--- config.mk ---
export PLATFORM = sky130hd
export DESIGN_NAME = ldl_rr_req_agent_flat
export DESIGN_NICKNAME = d
export VERILOG_FILES = /design/src/rtl/ldl_rr_req_agent_if.sv /design/src/rtl/ldl_rr_req_agent.sv /design/src/flat_wrapper.sv
export SDC_FILE = /design/constraint.sdc
export NUM_CORES = 1
export LEC_CHECK = 0
export CORE_MARGIN = 5
export CORE_UTILIZATION = 37
export DETAILED_ROUTE_END_ITERATION = 16
export SLEW_MARGIN = 5
export SYNTH_ARGS = -nofsm -noshare
export SYNTH_HDL_FRONTEND = slang
export SYNTH_SLANG_ARGS = --single-unit
--- constraint.sdc ---
create_clock -name clk -period 2.3 [get_ports clk]
set_input_delay 0.46 -clock clk [delete_from_list [all_inputs] [get_ports clk]]
set_output_delay 0.46 -clock clk [all_outputs]
set_load 0.03 [all_outputs]
--- src/rtl/ldl_rr_req_agent_if.sv ---
`default_nettype none
// ============================================================================
// Module  : ldl_rr_req_agent_if
// Brief   : Push, arbiter and downstream signals of the round-robin requester.
// Revision: 1.0
// ============================================================================
interface ldl_rr_req_agent_if #(
  parameter int BIN_WIDTH = 3,
  parameter int COS_WIDTH = 2
);
  localparam int REQ_WIDTH = 1 << BIN_WIDTH;

  logic [REQ_WIDTH-1:0]           push;
  logic [REQ_WIDTH*COS_WIDTH-1:0] push_cos;
  logic [REQ_WIDTH-1:0]           push_ready;
  logic [REQ_WIDTH-1:0]           req;
  logic [REQ_WIDTH*COS_WIDTH-1:0] cos;
  logic                           arb_valid;
  logic [BIN_WIDTH-1:0]           arb_bin;
  logic [REQ_WIDTH-1:0]           arb_hot;
  logic                           arb_ready;
  logic                           out_valid;
  logic [BIN_WIDTH-1:0]           out_bin;
  logic [COS_WIDTH-1:0]           out_cos;
  logic                           out_ready;
  logic                           err;

  modport master (
    input  push, push_cos, arb_valid, arb_bin, arb_hot, out_ready,
    output push_ready, req, cos, arb_ready, out_valid, out_bin, out_cos, err
  );

  modport slave (
    output push, push_cos, arb_valid, arb_bin, arb_hot, out_ready,
    input  push_ready, req, cos, arb_ready, out_valid, out_bin, out_cos, err
  );
endinterface
`default_nettype wire

--- src/rtl/ldl_rr_req_agent.sv ---
`default_nettype none
// ============================================================================
// Module  : ldl_rr_req_agent
// Brief   : Per-source COS queues feeding a round-robin arbiter; forwards grants.
// Revision: 1.0
// ============================================================================
module ldl_rr_req_agent #(
  parameter int BIN_WIDTH   = 3,
  parameter int COS_WIDTH   = 2,
  parameter int QDEPTH_LOG2 = 2
) (
  input  wire logic             clk,
  input  wire logic             rst_n,
  ldl_rr_req_agent_if.master    bus
);
  localparam int REQ_WIDTH = 1 << BIN_WIDTH;
  localparam int c_qdepth  = 1 << QDEPTH_LOG2;
  localparam logic [QDEPTH_LOG2:0]  c_cnt_full = (QDEPTH_LOG2+1)'(c_qdepth);
  localparam logic [QDEPTH_LOG2:0]  c_cnt_one  = (QDEPTH_LOG2+1)'(1);
  localparam logic [REQ_WIDTH-1:0]  c_req_one  = REQ_WIDTH'(1);

  logic [REQ_WIDTH-1:0] w_push_ready;
  logic [REQ_WIDTH-1:0] w_req;
  logic [REQ_WIDTH-1:0] w_ovf;
  logic [COS_WIDTH-1:0] w_head [REQ_WIDTH];
  logic                 w_arb_ready;
  logic                 w_accept;
  logic                 w_onehot;
  logic                 w_legal;
  logic                 w_grant_ok;

  logic                 r_out_valid;
  logic [BIN_WIDTH-1:0] r_out_bin;
  logic [COS_WIDTH-1:0] r_out_cos;
  logic                 r_err;

  assign w_arb_ready = !r_out_valid || bus.out_ready;
  assign w_accept    = bus.arb_valid && w_arb_ready;
  assign w_onehot    = (bus.arb_hot != '0) && ((bus.arb_hot & (bus.arb_hot - c_req_one)) == '0);
  // Grant on an empty source is the underflow case and is rejected here.
  assign w_legal     = w_onehot && (bus.arb_hot == (c_req_one << bus.arb_bin)) && w_req[bus.arb_bin];
  assign w_grant_ok  = w_accept && w_legal;

  for (genvar gi = 0; gi < REQ_WIDTH; gi++) begin : g_src
    logic [COS_WIDTH-1:0]   r_mem [c_qdepth];
    logic [QDEPTH_LOG2-1:0] r_wp;
    logic [QDEPTH_LOG2-1:0] r_rp;
    logic [QDEPTH_LOG2-1:0] w_rp_nxt;
    logic [QDEPTH_LOG2:0]   r_cnt;
    logic [QDEPTH_LOG2:0]   w_cnt_nxt;
    logic                   r_req;
    logic [COS_WIDTH-1:0]   r_head;
    logic [COS_WIDTH-1:0]   w_head_nxt;
    logic [COS_WIDTH-1:0]   w_pcos;
    logic                   w_enq;
    logic                   w_pop;

    assign w_pcos           = bus.push_cos[gi*COS_WIDTH +: COS_WIDTH];
    assign w_push_ready[gi] = (r_cnt != c_cnt_full);
    assign w_enq            = bus.push[gi] && w_push_ready[gi];
    assign w_ovf[gi]        = bus.push[gi] && !w_push_ready[gi];
    assign w_pop            = w_grant_ok && (bus.arb_bin == BIN_WIDTH'(gi));
    assign w_rp_nxt         = r_rp + 1'b1;

    always_comb begin
      w_cnt_nxt = r_cnt;
      if (w_enq && !w_pop)
        w_cnt_nxt = r_cnt + 1'b1;
      else if (!w_enq && w_pop)
        w_cnt_nxt = r_cnt - 1'b1;
    end

    // With one entry left, a same-cycle push is not yet in memory, so bypass it.
    always_comb begin
      w_head_nxt = r_head;
      if (w_pop) begin
        if (r_cnt == c_cnt_one)
          w_head_nxt = w_enq ? w_pcos : '0;
        else
          w_head_nxt = r_mem[w_rp_nxt];
      end else if ((r_cnt == '0) && w_enq) begin
        w_head_nxt = w_pcos;
      end
    end

    always_ff @(posedge clk) begin
      if (w_enq)
        r_mem[r_wp] <= w_pcos;
    end

    always_ff @(posedge clk or negedge rst_n) begin
      if (!rst_n) begin
        r_wp   <= '0;
        r_rp   <= '0;
        r_cnt  <= '0;
        r_req  <= 1'b0;
        r_head <= '0;
      end else begin
        if (w_enq)
          r_wp <= r_wp + 1'b1;
        if (w_pop)
          r_rp <= w_rp_nxt;
        r_cnt  <= w_cnt_nxt;
        r_req  <= (w_cnt_nxt != '0);
        r_head <= w_head_nxt;
      end
    end

    assign w_req[gi]                          = r_req;
    assign w_head[gi]                         = r_head;
    assign bus.cos[gi*COS_WIDTH +: COS_WIDTH] = r_head;
  end

  always_ff @(posedge clk or negedge rst_n) begin
    if (!rst_n) begin
      r_out_valid <= 1'b0;
      r_out_bin   <= '0;
      r_out_cos   <= '0;
      r_err       <= 1'b0;
    end else begin
      if (w_grant_ok) begin
        r_out_valid <= 1'b1;
        r_out_bin   <= bus.arb_bin;
        r_out_cos   <= w_head[bus.arb_bin];
      end else if (r_out_valid && bus.out_ready) begin
        r_out_valid <= 1'b0;
      end
      if ((|w_ovf) || (w_accept && !w_legal))
        r_err <= 1'b1;
    end
  end

  assign bus.push_ready = w_push_ready;
  assign bus.req        = w_req;
  assign bus.arb_ready  = w_arb_ready;
  assign bus.out_valid  = r_out_valid;
  assign bus.out_bin    = r_out_bin;
  assign bus.out_cos    = r_out_cos;
  assign bus.err        = r_err;
endmodule
`default_nettype wire

--- src/flat_wrapper.sv ---
// flat-port wrapper written by rule: the top's interface ports become plain ports
module ldl_rr_req_agent_flat 
#(
  parameter int BIN_WIDTH   = 3,
  parameter int COS_WIDTH   = 2,
  parameter int QDEPTH_LOG2 = 2
)
  (clk, rst_n, bus_push, bus_push_cos, bus_arb_valid, bus_arb_bin, bus_arb_hot, bus_out_ready, bus_push_ready, bus_req, bus_cos, bus_arb_ready, bus_out_valid, bus_out_bin, bus_out_cos, bus_err);
  ldl_rr_req_agent_if #(.BIN_WIDTH(BIN_WIDTH), .COS_WIDTH(COS_WIDTH)) bus_i ();
  input  wire logic clk;
  input  wire logic rst_n;
  input wire logic [$bits(bus_i.push)-1:0] bus_push;
  input wire logic [$bits(bus_i.push_cos)-1:0] bus_push_cos;
  input wire logic [$bits(bus_i.arb_valid)-1:0] bus_arb_valid;
  input wire logic [$bits(bus_i.arb_bin)-1:0] bus_arb_bin;
  input wire logic [$bits(bus_i.arb_hot)-1:0] bus_arb_hot;
  input wire logic [$bits(bus_i.out_ready)-1:0] bus_out_ready;
  output wire logic [$bits(bus_i.push_ready)-1:0] bus_push_ready;
  output wire logic [$bits(bus_i.req)-1:0] bus_req;
  output wire logic [$bits(bus_i.cos)-1:0] bus_cos;
  output wire logic [$bits(bus_i.arb_ready)-1:0] bus_arb_ready;
  output wire logic [$bits(bus_i.out_valid)-1:0] bus_out_valid;
  output wire logic [$bits(bus_i.out_bin)-1:0] bus_out_bin;
  output wire logic [$bits(bus_i.out_cos)-1:0] bus_out_cos;
  output wire logic [$bits(bus_i.err)-1:0] bus_err;
  assign bus_i.push = bus_push;
  assign bus_i.push_cos = bus_push_cos;
  assign bus_i.arb_valid = bus_arb_valid;
  assign bus_i.arb_bin = bus_arb_bin;
  assign bus_i.arb_hot = bus_arb_hot;
  assign bus_i.out_ready = bus_out_ready;
  assign bus_push_ready = bus_i.push_ready;
  assign bus_req = bus_i.req;
  assign bus_cos = bus_i.cos;
  assign bus_arb_ready = bus_i.arb_ready;
  assign bus_out_valid = bus_i.out_valid;
  assign bus_out_bin = bus_i.out_bin;
  assign bus_out_cos = bus_i.out_cos;
  assign bus_err = bus_i.err;
  ldl_rr_req_agent #(.BIN_WIDTH(BIN_WIDTH), .COS_WIDTH(COS_WIDTH), .QDEPTH_LOG2(QDEPTH_LOG2)) u_core (.clk(clk), .rst_n(rst_n), .bus(bus_i));
endmodule
### Yosys cells after proc, flatten, opt, wreduce, memory -nomap -nowiden

Memory sizes are Yosys's and may differ from the RTL's.
Index checks and enable logic that the tools add are counted.

* add/sub/neg operators: 33
* $lt $le $gt $ge: 2
* equality and inequality tests: 24
* shift-type cells: 1
* muxes and demuxes: 71
* bitwise operators: 2
* reduce and logical (&&, ||, !) cells: 112

Operators with widths (count)
* two-way mux 2 bit: 34
* logical AND 1 bit: 55
* two-way mux 3 bit: 16
* adder 2 x 1 -> 2 bit (second input constant): 16
* == test 3 x 1 -> 1 bit (second input constant): 9
* zero test 3 bit: 9
* zero test 1 bit: 26
* adder 3 x 1 -> 3 bit (second input constant): 8
* inequality test 3 bit (second input constant): 8
* nonzero test 3 bit: 8
* subtractor 3 x 1 -> 3 bit (second input constant): 8
* two-way mux 1 bit: 19
* nonzero test 2 bit: 9
* == test 3 bit (second input constant): 4
* bitwise AND 8 bit: 1
* == test 8 bit: 1
* zero test 8 bit: 1
* nonzero test 8 bit: 1
* OR reduction 8 bit: 1
* << shifter 1 x 3 -> 8 bit (first input constant): 1
* subtractor 8 x 1 -> 8 bit (second input constant): 1
* binary-select mux 2 bit (select 3 bit): 1
* == test 3 x 2 -> 1 bit (second input constant): 2
* greater-or-equal comparator 4 bit (second input constant): 1
* other kinds (4): 5

* register bits after elaboration: 87
* memory bits (writable): 64
* bits of input ports: 39
* output and inout bits: 40
* logic and storage cells: 297
* memories: 8

Memory list
* u_core.g_src[0].r_mem: words 4, bits a word 2, rd ports 1, clocked after Yosys merged registers in 0, write ports 1, line ldl_rr_req_agent.sv:45 `logic [COS_WIDTH-1:0] r_mem [c_qdepth];`
* u_core.g_src[1].r_mem: words 4, bits a word 2, rd ports 1, clocked after Yosys merged registers in 0, write ports 1, line ldl_rr_req_agent.sv:45
* u_core.g_src[2].r_mem: words 4, bits a word 2, rd ports 1, clocked after Yosys merged registers in 0, write ports 1, line ldl_rr_req_agent.sv:45
* u_core.g_src[3].r_mem: words 4, bits a word 2, rd ports 1, clocked after Yosys merged registers in 0, write ports 1, line ldl_rr_req_agent.sv:45
* u_core.g_src[4].r_mem: words 4, bits a word 2, rd ports 1, clocked after Yosys merged registers in 0, write ports 1, line ldl_rr_req_agent.sv:45
* u_core.g_src[5].r_mem: words 4, bits a word 2, rd ports 1, clocked after Yosys merged registers in 0, write ports 1, line ldl_rr_req_agent.sv:45
* 2 more memories

### Logic depth before layout (Yosys ltp)

* depth after elaboration: 12
* mapped depth: 12
* mapped depth without buffers: 8

### Worst setup path after synthesis

Ideal clock, no wire load.

* path kind: input-to-reg
* start: input port bus_arb_hot[1]
* end: register u_core.g_src[6].r_req
* setup time: 131 ps
* data arrival time: 2778 ps
* slack: -609 ps
* cell stages on the path: 7
* buffers on the path: 0
* cell sequence: or4_4 a2111oi_0 a31oi_2 nor4_1 mux2i_1 a31oi_2 or3_1

* cells in the longest elaborated chain, start to end: 12
* elaborated cells between the ends (all ways): 16
* those cells by class: add/sub: 1; eq/ne: 1; mux: 2; bitwise: 1; reduce/logical: 11

RTL lines
* start: declaration: line flat_wrapper.sv:16 `input wire logic [$bits(bus_i.arb_hot)-1:0] bus_arb_hot;`
* subtractor 8 x 1 -> 8 bit: line ldl_rr_req_agent.sv:39 `assign w_onehot = (bus.arb_hot != '0) && ((bus.arb_hot & (bus.arb_hot - c_req_one)) == '0);`
* bitwise AND 8 bit: line ldl_rr_req_agent.sv:39
* zero test 8 bit: line ldl_rr_req_agent.sv:39
* logical AND 1 bit: line ldl_rr_req_agent.sv:39
* logical AND 1 bit * (2 in series): line ldl_rr_req_agent.sv:41 `assign w_legal = w_onehot && (bus.arb_hot == (c_req_one << bus.arb_bin)) && w_req[bus.arb_bin];`
* logical AND 1 bit *: line ldl_rr_req_agent.sv:42 `assign w_grant_ok = w_accept && w_legal;`
* logical AND 1 bit *: line ldl_rr_req_agent.sv:62 `assign w_pop = w_grant_ok && (bus.arb_bin == BIN_WIDTH'(gi));`
* logical AND 1 bit or zero test 1 bit (tied branches): line ldl_rr_req_agent.sv:69, ldl_rr_req_agent.sv:67
* two-way mux 3 bit or logical AND 1 bit (tied branches): line ldl_rr_req_agent.sv:69, ldl_rr_req_agent.sv:67
* two-way mux 3 bit *: line ldl_rr_req_agent.sv:67 `if (w_enq && !w_pop)`
* net u_core.g_src[6].w_cnt_nxt[2]: line ldl_rr_req_agent.sv:50 `logic [QDEPTH_LOG2:0] w_cnt_nxt;`
* nonzero test 3 bit *: line ldl_rr_req_agent.sv:104 `r_req <= (w_cnt_nxt != '0);`
* end signal: assignment: line ldl_rr_req_agent.sv:104
* end: declaration: line ldl_rr_req_agent.sv:51 `logic r_req;`

The timed path passes the listed nets; every way through them passes the cells marked *.
A chain may end at the register's enable or synchronous reset.

### Worst setup path in the final report

* start: input port bus_arb_hot[3]
* end: register u_core.g_src[4].r_req

* cells in the longest elaborated chain, start to end: 12
* elaborated cells between the ends (all ways): 16
* those cells by class: add/sub: 1; eq/ne: 1; mux: 2; bitwise: 1; reduce/logical: 11

RTL lines (line)
* subtractor 8 x 1 -> 8 bit: ldl_rr_req_agent.sv:39
* bitwise AND 8 bit: ldl_rr_req_agent.sv:39
* zero test 8 bit: ldl_rr_req_agent.sv:39
* logical AND 1 bit: ldl_rr_req_agent.sv:39
* logical AND 1 bit * (2 in series): ldl_rr_req_agent.sv:41
* logical AND 1 bit *: ldl_rr_req_agent.sv:42
* logical AND 1 bit *: ldl_rr_req_agent.sv:62
* logical AND 1 bit or zero test 1 bit (tied branches): ldl_rr_req_agent.sv:69, ldl_rr_req_agent.sv:67
* two-way mux 3 bit or logical AND 1 bit (tied branches): ldl_rr_req_agent.sv:69, ldl_rr_req_agent.sv:67
* two-way mux 3 bit *: ldl_rr_req_agent.sv:67
* nonzero test 3 bit *: ldl_rr_req_agent.sv:104
* end signal: assignment: ldl_rr_req_agent.sv:104
* end: declaration: ldl_rr_req_agent.sv:51

Every way passes the cells marked *; elsewhere a longest branch is shown, timed or not.

==> impl_metrics.env <==
export IMPL_post_synth_and_or_nand_nor_area_fraction=0.1590
export IMPL_pin_count_of_the_biggest_net_entering_global_routing=60
export IMPL_timing_max_slew_rel_slack=0.6550
export IMPL_hold_viol_final=0
export IMPL_comb_power_share=0.431
export IMPL_dr_pass1_iters=4
export IMPL_final_core_util=0.5391
export IMPL_clock_insertion_delay_worst_skew_ps=430
export IMPL_synth_top_family_by_area="simple AND/OR/NAND/NOR gates"
export IMPL_layout_cells_most_common="sky130_fd_sc_hd__buf_4"
export IMPL_worst_case_clock_skew_ps=9.251
export IMPL_critPathSlowestCell="sky130_fd_sc_hd__or4_4"
export IMPL_finalWeightedCongestion=0.8434
export IMPL_yosys_area_share_adder=0.09966
export IMPL_final_setup_worst_slack_ps=-345.5
export IMPL_synth_xor_area_frac=0.04250
export IMPL_p_total_mw=12.45
export IMPL_required_ps=2610
export IMPL_cp_num_buf_inv=2
export IMPL_clock_sink_count=151
export IMPL_die_height_um=161.1
export IMPL_final_nets=1065
export IMPL_async_flop_share=0.5762
export IMPL_global_route_usage_total=0.1659
export IMPL_cts_root_buffer="sky130_fd_sc_hd__clkbuf_16"
export IMPL_design_core_area_sq_mm=0.02257
export IMPL_internal_power_mw=7.667
export IMPL_netlist_cell_type_count=73
export IMPL_global_route_overflow_total=0
export IMPL_layout_worst_path_cycle_share=1.150
export IMPL_antenna_diode_count=0
export IMPL_ant_nets=0
export IMPL_grt_pass1_wl_um=34380
export IMPL_yosys_register_bits=151
export IMPL_kind_of_start_point_of_the_critical_path="input port"
export IMPL_area_growth_syn_to_layout_pct=44.01
export IMPL_design_portCount=79
export IMPL_synth_area_sq_mm=0.008449
export IMPL_swShare=0.3840
export IMPL_layout_common_cells="90 x sky130_fd_sc_hd__buf_4, 87 x sky130_fd_sc_hd__dfrtp_1, 64 x sky130_fd_sc_hd__edfxtp_1"
export IMPL_synth_compound_area_share=0.09966
export IMPL_drt_vias_per_instance=5.173
export IMPL_hpwlAfterDp_um=15420
export IMPL_power_density_cell_area_mw_per_mm2=1023
export IMPL_seq_power_share=0.345
export IMPL_rsz0062_at_grt="yes"
export IMPL_syn_nets=852
export IMPL_timing_final_max_slew_violations=0
export IMPL_dr_first_iter_drc_count=398
export IMPL_cap_viol_max_count=0
export IMPL_cp_max_fo=6
export IMPL_setup_worst_path_class="in2reg"
export IMPL_synth_enable_flop_cells=64
export IMPL_yosys_warnings=0
export IMPL_worstHoldPathType="in2async"
export IMPL_die_area_sq_mm=0.02596
export IMPL_routed_wl_um=21760
export IMPL_chipWidth_um=161.1
export IMPL_rr_worst_depth=10
export IMPL_timing_fmax_ghz=0.3780
export IMPL_synth_sequential_area_ratio=0.4851
export IMPL_start_util=0.3743
export IMPL_final_layout_size_suffix_gt1_frac=0.3621
export IMPL_r2r_setup_slack_ps=-110
export IMPL_port_buffers=78
export IMPL_slowest_delay_ps=560
export IMPL_status="finished with violations"
export IMPL_ir_drop_v=0.0007135
export IMPL_postSynthAreaPerCell_sq_um=11.28
export IMPL_max_slew_worst_pin_slew_ps=517.3
export IMPL_antenna_found_initial=0
export IMPL_cts_tree="done"
export IMPL_cts_max_level=4
export IMPL_p_leak_nw=5.183
export IMPL_worst_path_dominant_cell_family="simple AND/OR/NAND/NOR gates"
export IMPL_most_instantiated_flip_flop_cell_in_the_synthesis_netlist="sky130_fd_sc_hd__dfrtp_1"
export IMPL_worst_ep_arrival_time_ps=2960
export IMPL_cts_buffers_inserted=17
export IMPL_clock_tree_buffer_depth=2
export IMPL_worst_r2r_endpoint="u_core.g_src[4].r_req"
export IMPL_setup_viol_count_final=44
export IMPL_placement_rows=55
export IMPL_vias=6518
export IMPL_grt_pass1_vias=6660
export IMPL_wl_per_cell_um=17.27
export IMPL_setup_worst_path_end_class="flop"
export IMPL_path_cells="buf_6 -> or4_4 -> a2111oi_4 -> buf_4 -> and4_4 -> nand3_4 -> and2_4 -> or4_1 -> a31o_1"
export IMPL_synthMuxAreaShare=0.07315
export IMPL_violations_in_the_final_reports="negative setup slack"
export IMPL_synth_cells=749
export IMPL_worstReg2RegStart="u_core.g_src[0].r_req"
export IMPL_tmin_final_ps=2645
export IMPL_clock_power_share=0.225
export IMPL_netSwitchingPower_mw=4.780
export IMPL_drcViolationCount=0
export IMPL_fin_hold_ws_ps=516.7
export IMPL_clock_pin_slew_worst_setup_and_hold_paths_ps=60
-- cells by family (layout without fill, tap and decap cells) --
family,count (synthesis),in the layout
and+or+nand+nor,246,246
DFF,151,151
AOI/OAI and AO/OA,127,127
buffers and inverters,80,306
adders and majority gates,68,68
xor gates and xnor gates,41,41
muxes,36,36
-- metrics by stage --
| stage | cells | worst slack [ps] | cell area (sq um) | setup TNS, ps |
|---|---|---|---|---|
| 4_1_cts | 1246 | -462.1 | 11650 | -12220 |
| 2_1_floorplan | 749 | -504.2 | 8542 | -11250 |
| 3_3_place_gp | 1178 | -1121 | 10230 | -59960 |
| 5_1_grt | 1260 | -383.3 | 12170 | -8946 |
| 3_5_place_dp | 1178 | -1201 | 10230 | -63180 |
| 6_report | 1260 | -345.5 | 12170 | -5679 |
-- worst max-delay path by stage --
stage	to	start	cells past startpoint	slack (ps)
2_1_floorplan	u_core.g_src[4].r_req	bus_arb_hot[1]	8	-500
3_3_place_gp	u_core.g_src[0].r_head[1]	bus_arb_bin[2]	11	-1120
3_5_place_dp	u_core.g_src[1].r_head[1]	bus_arb_bin[2]	12	-1200
4_1_cts	u_core.g_src[6].r_req	bus_arb_bin[2]	11	-460
5_1_grt	u_core.g_src[4].r_req	bus_arb_bin[0]	11	-380
6_report	u_core.g_src[4].r_req	bus_arb_hot[3]	9	-350
-- flip-flops by register name, summed over array words and instances (netlist names) --
| register | flops |
|---|---|
| u_core.bus.err | 1 |
| u_core.bus.out_bin | 3 |
| u_core.bus.out_cos | 2 |
| u_core.bus.out_valid | 1 |
| u_core.g_src.r_cnt | 24 |
| u_core.g_src.r_head | 16 |
| u_core.g_src.r_mem | 64 |
| u_core.g_src.r_req | 8 |
| u_core.g_src.r_rp | 16 |
| u_core.g_src.r_wp | 16 |
-- cell usage after synthesis (5+ instances only) --
| library cell | number | area, sq um |
|---|---|---|
| sky130_fd_sc_hd__a21oi_1 | 21 | 105.1 |
| sky130_fd_sc_hd__a31o_2 | 5 | 43.79 |
| sky130_fd_sc_hd__a31oi_1 | 9 | 56.30 |
| sky130_fd_sc_hd__and3_1 | 46 | 287.8 |
| sky130_fd_sc_hd__buf_2 | 9 | 45.04 |
| sky130_fd_sc_hd__buf_4 | 9 | 67.56 |
| sky130_fd_sc_hd__clkbuf_1 | 15 | 56.30 |
| sky130_fd_sc_hd__dfrtp_1 | 87 | 2177 |
| sky130_fd_sc_hd__edfxtp_1 | 64 | 1922 |
| sky130_fd_sc_hd__ha_1 | 64 | 800.8 |
| sky130_fd_sc_hd__inv_1 | 46 | 172.7 |
| sky130_fd_sc_hd__mux2_2 | 6 | 67.56 |
| sky130_fd_sc_hd__mux2i_1 | 10 | 100.1 |
| sky130_fd_sc_hd__mux4_2 | 20 | 450.4 |
| sky130_fd_sc_hd__nand2_1 | 61 | 229.0 |
| sky130_fd_sc_hd__nand2b_1 | 12 | 75.07 |
| sky130_fd_sc_hd__nand3_1 | 29 | 145.1 |
| sky130_fd_sc_hd__nand3b_1 | 7 | 52.55 |
| sky130_fd_sc_hd__nand4_1 | 7 | 43.79 |
| sky130_fd_sc_hd__nor2_1 | 34 | 127.6 |
| sky130_fd_sc_hd__nor2b_1 | 6 | 37.54 |
| sky130_fd_sc_hd__nor3_1 | 6 | 30.03 |
| sky130_fd_sc_hd__nor4_1 | 5 | 31.28 |
| sky130_fd_sc_hd__o21ai_0 | 45 | 225.2 |
| sky130_fd_sc_hd__or3_1 | 5 | 31.28 |
| sky130_fd_sc_hd__or4_1 | 5 | 37.54 |
| sky130_fd_sc_hd__xnor2_1 | 37 | 324.1 |
-- what timing repair did --
action                                  in CTS  in global routing
pin swaps                                   55                 58
endpoints found under the hold margin       28                  0
endpoints found under the setup margin      72                 75
setup buffers                               68                 25
gates resized for setup                    167                124
hold buffers                                 1                  0
-- metal layers --
metal	track usage	share of wire	vias to the layer above
met5	0	0	-
met4	0.05428	0.016	0
met3	0.04006	0.046	23
met2	0.2721	0.50	136
met1	0.2174	0.44	3210
li1	-	-	3149
-- power by group through the flow --
stage | logic, mW | registers [mW] | clock network [mW]
detailed placement | 4.69 | 4.31 | 0
global route | 5.95 | 4.39 | 2.98
global placement | 4.62 | 4.31 | 0
floorplan | 2.87 | 4.36 | 0
CTS | 5.04 | 4.27 | 2.85
finish | 5.36 | 4.29 | 2.80
-- final cells by class --
cell class	instances	area, sq um
Clock buffer	18	429.2
Clock inverter	14	163.9
Fill cell	1926	10400
Inverter	46	172.7
Multi-Input combinational cell	518	4795
Sequential cell	151	4099
Tap cell	285	356.6
Timing Repair Buffer	228	2152
(Power assumes the default switching activity.)
